--- config.mk ---
export PLATFORM = sky130hd
export DESIGN_NAME = spike_count_argmax
export DESIGN_NICKNAME = d
export VERILOG_FILES = /design/src/rtl/snn_pkg.sv /design/src/rtl/spike_argmax_step.sv /design/src/rtl/spike_count_argmax.sv
export SDC_FILE = /design/constraint.sdc
export NUM_CORES = 1
export LEC_CHECK = 0
export BUFFER_PORTS_ARGS = -buffer_cell sky130_fd_sc_hd__clkbuf_2
export CAP_MARGIN = 0
export CORE_MARGIN = 8
export CORE_UTILIZATION = 55
export DETAILED_ROUTE_END_ITERATION = 6
export PLACE_DENSITY = 0.8
export SYNTH_ARGS = -nofsm -noshare
export SYNTH_HDL_FRONTEND = slang
export SYNTH_SLANG_ARGS = --single-unit
--- constraint.sdc ---
create_clock -name clk -period 3.9 [get_ports clk]
set_clock_uncertainty 0.1 [all_clocks]
set_input_delay 0.39 -clock clk [delete_from_list [all_inputs] [get_ports clk]]
set_output_delay 0.39 -clock clk [all_outputs]
set_load 0.02 [all_outputs]
--- src/rtl/snn_pkg.sv ---
// Shared types and defaults for the spiking output-layer readout blocks.
// No timing of its own; width and state definitions only.
package snn_pkg;

  // Default accumulator count width, shared with the accumulator element.
  localparam int SNN_DATA_WIDTH = 16;

  typedef enum logic [1:0] {
    ST_IDLE = 2'd0,
    ST_SCAN = 2'd1,
    ST_HOLD = 2'd2
  } state_e;

endpackage

--- src/rtl/spike_argmax_step.sv ---
// One compare/update stage of the argmax scan; purely combinational, 0 cycles.
// Strict greater-than keeps the lowest index on ties; no handshake, no backpressure.
module spike_argmax_step #(
  parameter int DATA_WIDTH = 16,
  parameter int IDX_WIDTH  = 4
) (
  input  logic [DATA_WIDTH-1:0] i_value,
  input  logic [IDX_WIDTH-1:0]  i_idx,
  input  logic [DATA_WIDTH-1:0] i_run_max,
  input  logic [IDX_WIDTH-1:0]  i_run_idx,
  input  logic                  i_run_tie,
  output logic [DATA_WIDTH-1:0] o_nxt_max,
  output logic [IDX_WIDTH-1:0]  o_nxt_idx,
  output logic                  o_nxt_tie
);

  always_comb begin
    o_nxt_max = i_run_max;
    o_nxt_idx = i_run_idx;
    o_nxt_tie = i_run_tie;
    if (i_value > i_run_max) begin
      o_nxt_max = i_value;
      o_nxt_idx = i_idx;
      o_nxt_tie = 1'b0;
    end else if ((i_value == i_run_max) && (i_run_max != '0)) begin
      // Equal zero counts are not a tie; that case is reported as no_spike.
      o_nxt_tie = 1'b1;
    end
  end

endmodule

--- src/rtl/spike_count_argmax.sv ---
// Snapshots all spike counts on start, scans one neuron per cycle; result valid NUM_NEURONS+1 cycles after start.
// Result is held in HOLD until out_ready; start outside IDLE is dropped, acc_clear pulses once per accepted start.
module spike_count_argmax
  import snn_pkg::*;
#(
  parameter int NUM_NEURONS = 16,
  parameter int DATA_WIDTH  = SNN_DATA_WIDTH,
  parameter int IDX_WIDTH   = $clog2(NUM_NEURONS)
) (
  input  logic                              clk,
  input  logic                              rstn,
  input  logic [NUM_NEURONS*DATA_WIDTH-1:0] counts,
  input  logic                              start,
  output logic                              busy,
  output logic                              acc_clear,
  output logic                              out_valid,
  input  logic                              out_ready,
  output logic [IDX_WIDTH-1:0]              class_idx,
  output logic [DATA_WIDTH-1:0]             max_count,
  output logic                              tie,
  output logic                              no_spike
);

  localparam logic [IDX_WIDTH-1:0] LAST_IDX = IDX_WIDTH'(NUM_NEURONS - 1);

  state_e                r_state;
  logic [DATA_WIDTH-1:0] r_snap [NUM_NEURONS];
  logic [IDX_WIDTH-1:0]  r_ptr;
  logic [DATA_WIDTH-1:0] r_run_max;
  logic [IDX_WIDTH-1:0]  r_run_idx;
  logic                  r_run_tie;
  logic                  r_acc_clear;
  logic                  r_out_valid;
  logic [IDX_WIDTH-1:0]  r_class_idx;
  logic [DATA_WIDTH-1:0] r_max_count;
  logic                  r_tie;
  logic                  r_no_spike;

  logic [DATA_WIDTH-1:0] w_value;
  logic [DATA_WIDTH-1:0] w_nxt_max;
  logic [IDX_WIDTH-1:0]  w_nxt_idx;
  logic                  w_nxt_tie;

  assign w_value = r_snap[r_ptr];

  spike_argmax_step #(
    .DATA_WIDTH (DATA_WIDTH),
    .IDX_WIDTH  (IDX_WIDTH)
  ) u_step (
    .i_value   (w_value),
    .i_idx     (r_ptr),
    .i_run_max (r_run_max),
    .i_run_idx (r_run_idx),
    .i_run_tie (r_run_tie),
    .o_nxt_max (w_nxt_max),
    .o_nxt_idx (w_nxt_idx),
    .o_nxt_tie (w_nxt_tie)
  );

  always_ff @(posedge clk or negedge rstn) begin
    if (!rstn) begin
      r_state     <= ST_IDLE;
      r_ptr       <= '0;
      r_run_max   <= '0;
      r_run_idx   <= '0;
      r_run_tie   <= 1'b0;
      r_acc_clear <= 1'b0;
      r_out_valid <= 1'b0;
      r_class_idx <= '0;
      r_max_count <= '0;
      r_tie       <= 1'b0;
      r_no_spike  <= 1'b0;
      for (int i = 0; i < NUM_NEURONS; i++) begin
        r_snap[i] <= '0;
      end
    end else begin
      r_acc_clear <= 1'b0;
      case (r_state)
        ST_IDLE: begin
          if (start) begin
            for (int i = 0; i < NUM_NEURONS; i++) begin
              r_snap[i] <= counts[i*DATA_WIDTH +: DATA_WIDTH];
            end
            r_ptr       <= '0;
            r_run_max   <= '0;
            r_run_idx   <= '0;
            r_run_tie   <= 1'b0;
            r_acc_clear <= 1'b1;
            r_state     <= ST_SCAN;
          end
        end
        ST_SCAN: begin
          r_run_max <= w_nxt_max;
          r_run_idx <= w_nxt_idx;
          r_run_tie <= w_nxt_tie;
          if (r_ptr == LAST_IDX) begin
            // Publish straight from the last step so the result lands with out_valid.
            r_class_idx <= w_nxt_idx;
            r_max_count <= w_nxt_max;
            r_tie       <= w_nxt_tie;
            r_no_spike  <= (w_nxt_max == '0);
            r_out_valid <= 1'b1;
            r_state     <= ST_HOLD;
          end else begin
            r_ptr <= r_ptr + IDX_WIDTH'(1);
          end
        end
        ST_HOLD: begin
          if (out_ready) begin
            r_out_valid <= 1'b0;
            r_state     <= ST_IDLE;
          end
        end
        default: r_state <= ST_IDLE;
      endcase
    end
  end

  assign busy      = (r_state != ST_IDLE);
  assign acc_clear = r_acc_clear;
  assign out_valid = r_out_valid;
  assign class_idx = r_class_idx;
  assign max_count = r_max_count;
  assign tie       = r_tie;
  assign no_spike  = r_no_spike;

endmodule
==> results.md <==
- YS warnings: 0
- Post-Syn Area per Cell: 9.45 um^2
- Antenna Nets Post-Route: 0
- Comb pwr share: 0.479
- Die W: 176 um
- Slowest CP cell: mux4_2
- Synthesized area: 14200 um^2
- Count of clock tree sinks: 307
- Failing checks: DRC
- Fin. Hold Viols: 0
- Worst-Skew Late Latency: 0.58 ns
- Core Region: 25300 um^2
- Final critical-path required period: 3.82 ns
- # port buffers: 284
- Yosys cell types: 45
- Int Power: 10.2 mW
- Main synth FF type: dfrtp_1
- Status: finished with violations
- Rel. slew slack: 0.124
- Vias post-DR: 14847
- Post-synth EDFFs: 0
- Synth Net Count: 1774
- Initial antenna violation count: 12
- Mapped Cells: 1497
- DP Area: 16100 um^2
- Post-synthesis sequential area ratio: 0.543
- Starting Density: 0.560
- Synthesis-stage register bit count: 307
- Die area: 31100 um^2
- Largest stage delay, worst path: 0.57 ns
- Avg WL per Cell: 25.2 um
- Data required time of the worst path: 4.24 ns
- # DRC: 1
- Kind of critical path: flop to flop
- Sequential share of power: 0.336
- Crit path DAT: 4.16 ns
- Iter 0 DRT Violations: 2022
- Die height: 176 um
- Clock Tree Root: clkbuf_16
- CTS max path bufs: 3
- Total congestion overflow: 0
- Pwr Density: 879 nW/um^2
- Largest net degree at the start of global routing: 264
- Worst slew pin tran: 1.31 ns
- Max Freq: 262 MHz
- CP endpoint kind: flop
- First-pass GRT wire length: 90900 um
- I/O pin cnt: 285
- GRT Util Overall: 0.386
- Layout overhead on the synthesized area: 40.7%
- Vias per cell: 6.18
- Asr flop ratio synth: 1.00
- Most common cell on crit path: a21oi_1
- CTS tree: built
- Num CTS Buffers: 31
- Peak VDD IR: 0.809 mV
- Final period utilization: 0.980
- Inst Count DP: 2066
- NetSw: 7.31 mW
- Static Leakage: 10.3 nW
- Clock power share: 0.185
- H-tree levels: 1
- Design area: 19900 um^2
- Rows: 58
- Placer Congestion: 0.953
- CP Cell Sequence: buf_16 -> mux4_2 -> a22oi_1 -> nand2_1 -> ha_1 -> a21o_1 -> a21oi_1 -> o221ai_1 -> a211o_1 -> buf_8 -> a31oi_1 -> a21oi_1
- Non-filler cells, final: 2403
- Clock transition at path regs: 0.07 ns
- Vias in the first global route: 15289
- M1 WL: 19500 um
- Switching portion of total power: 0.418
- Met3 routed WL: 7620 um
- Max Used Layer: met5
- Worst-path maximum fanout: 21
- Startpoint types: flop
- Layout Nets: 2312
- Max Cap Viol: 0
- Worst min-delay path class: primary input to flop
- HPWL Detailed: 31100 um
- Max-slew violation count: 0
- WL met2: 27600 um
- Total Routed Length: 60500 um
- Pre-antenna DRT Iters: 7
- Share of layout cells above drive strength 1: 0.234
- Setup violators final: 0
synthesized netlist by cell type, types with 5 or more instances:
master	n	share of area
dfrtp_1	307	0.54
a22o_1	16	0.0099
nand3_1	5	0.0018
nor2_1	27	0.0072
a31oi_1	19	0.0084
mux4_2	66	0.11
ha_1	17	0.015
inv_1	25	0.0066
clkbuf_1	68	0.018
buf_2	11	0.0039
a21oi_1	26	0.0092
buf_1	6	0.0016
o21ai_0	24	0.0085
nand2_1	796	0.21
nor4_1	6	0.0027
a22oi_1	20	0.011
nand4_1	7	0.0031
metal layers:
layer	up-vias	global-route usage
li1	6000	-
met1	6985	0.449
met2	1378	0.596
met3	474	0.132
met4	10	0.274
met5	-	0
power groups by stage:
stage / Clock [mW] / Sequential [mW] / Combinational [mW]
after global routing: 3.34 / 5.93 / 8.91
after CTS: 3.15 / 5.64 / 7.52
after floorplan: 0 / 5.35 / 4.97
after global placement: 0 / 5.60 / 7.05
final: 3.23 / 5.88 / 8.38
after detailed placement: 0 / 5.65 / 7.21
critical path, delay by kind of cell, from the launching register on:
| family | cells | cell delay [ns] |
|---|---|---|
| multiplexers | 1 | 0.57 |
| adder cells (fa/ha/maj) | 1 | 0.35 |
| buffers and inverters | 2 | 0.39 |
| AO/OA/AOI/OAI | 7 | 1.59 |
| flip-flops | 1 | 0.51 |
| AND/OR/NAND/NOR | 1 | 0.17 |
through the flow:
stage | total power, mW | util | hold WS [ns] | TNS [ns] | worst slack, ns
global placement | 12.7 | 0.636 | 0.345 | -0.604 | -0.0395
floorplan | 10.3 | - | -0.00559 | 0 | 0.298
CTS | 16.3 | 0.781 | 0.0226 | 0 | 0.0322
finish | 17.5 | 0.788 | 0.0233 | 0 | 0.0775
global route | 18.2 | 0.788 | 0.0562 | -0.0132 | -0.0119
detailed placement | 12.9 | 0.636 | 0.346 | -0.806 | -0.0615
cells in the final DEF, fill, tap and decap left out, types with 3 or more instances in the layout:
cell type,Yosys,routed
o21ai_0,24,24
nor2b_1,4,4
buf_12,2,8
clkbuf_1,68,3
clkbuf_2,0,283
a22oi_1,20,19
ha_1,17,17
clkinv_2,0,7
buf_4,1,44
dfrtp_1,307,305
o21ai_1,3,3
diode_2,0,13
nor4_2,2,3
mux2i_1,4,4
nor4_1,6,5
nand3_1,5,5
bufinv_16,0,3
nand2_1,796,794
a22o_1,16,16
a21oi_1,26,26
clkbuf_16,0,32
clkbuf_8,0,10
nor3_2,1,3
nand4_1,7,7
a31oi_1,19,19
nand2_2,2,3
dlygate4sd3_1,0,257
nor2_1,27,27
mux4_2,66,66
a21o_1,4,4
a22oi_2,4,5
inv_1,25,25
worst paths after layout:
kind | cells past startpoint | to | from | slack (ns)
worst min register to register | 2 | r_snap[45]$_DFFE_PN0P_ | r_snap[45]$_DFFE_PN0P_ | 0.38
max in group asynchronous | 3 | r_snap[163]$_DFFE_PN0P_ | rstn | 2.22
min in group asynchronous | 2 | r_snap[114]$_DFFE_PN0P_ | rstn | 0.31
worst min-delay path | 3 | r_snap[128]$_DFFE_PN0P_ | counts[112] | 0.02
worst max register to register | 12 | max_count[15]$_DFFE_PN0P_ | r_ptr[0]$_DFFE_PN0P_ | 0.08
worst max-delay path | 12 | max_count[15]$_DFFE_PN0P_ | r_ptr[0]$_DFFE_PN0P_ | 0.08
registers in the layout, summed over array words and instances (netlist names):
name,flops
out_valid,1
r_run_max,16
class_idx,4
tie,1
max_count,16
no_spike,1
r_state,2
r_snap,256
r_run_tie,1
acc_clear,1
r_run_idx,4
r_ptr,4
repair_timing:
| item | CTS | global route |
|---|---|---|
| hold buffers | 257 | 0 |
| setup endpoints to repair | 16 | 43 |
| cloned | 0 | 1 |
| gates resized for setup | 1 | 9 |
| hold endpoints to repair | 341 | 0 |
| setup buffers | 0 | 8 |
| pin swaps | 0 | 2 |
cell families (layout without fill, tap and decap cells):
group	after synthesis	in the layout	synth area share
adders and majority gates	17	17	0.0150
buffers and inverters	119	682	0.0372
other	0	13	0
and+or+nand+nor	855	855	0.233
AOI/OAI and AO/OA	125	125	0.0590
xor gates and xnor gates	2	2	0.00124
DFF	307	307	0.543
muxes	72	72	0.112
cell type report:
class / count / area, um^2
clock buffers: 44 / 925
fillers: 1418 / 5350
repair buffers: 597 / 4570
diodes: 13 / 32.5
well taps: 330 / 413
clock inverters: 14 / 169
inverters: 27 / 109
multi-input cells: 1071 / 5990
flip-flops and latches: 307 / 7690
(Power assumes the default switching activity.)
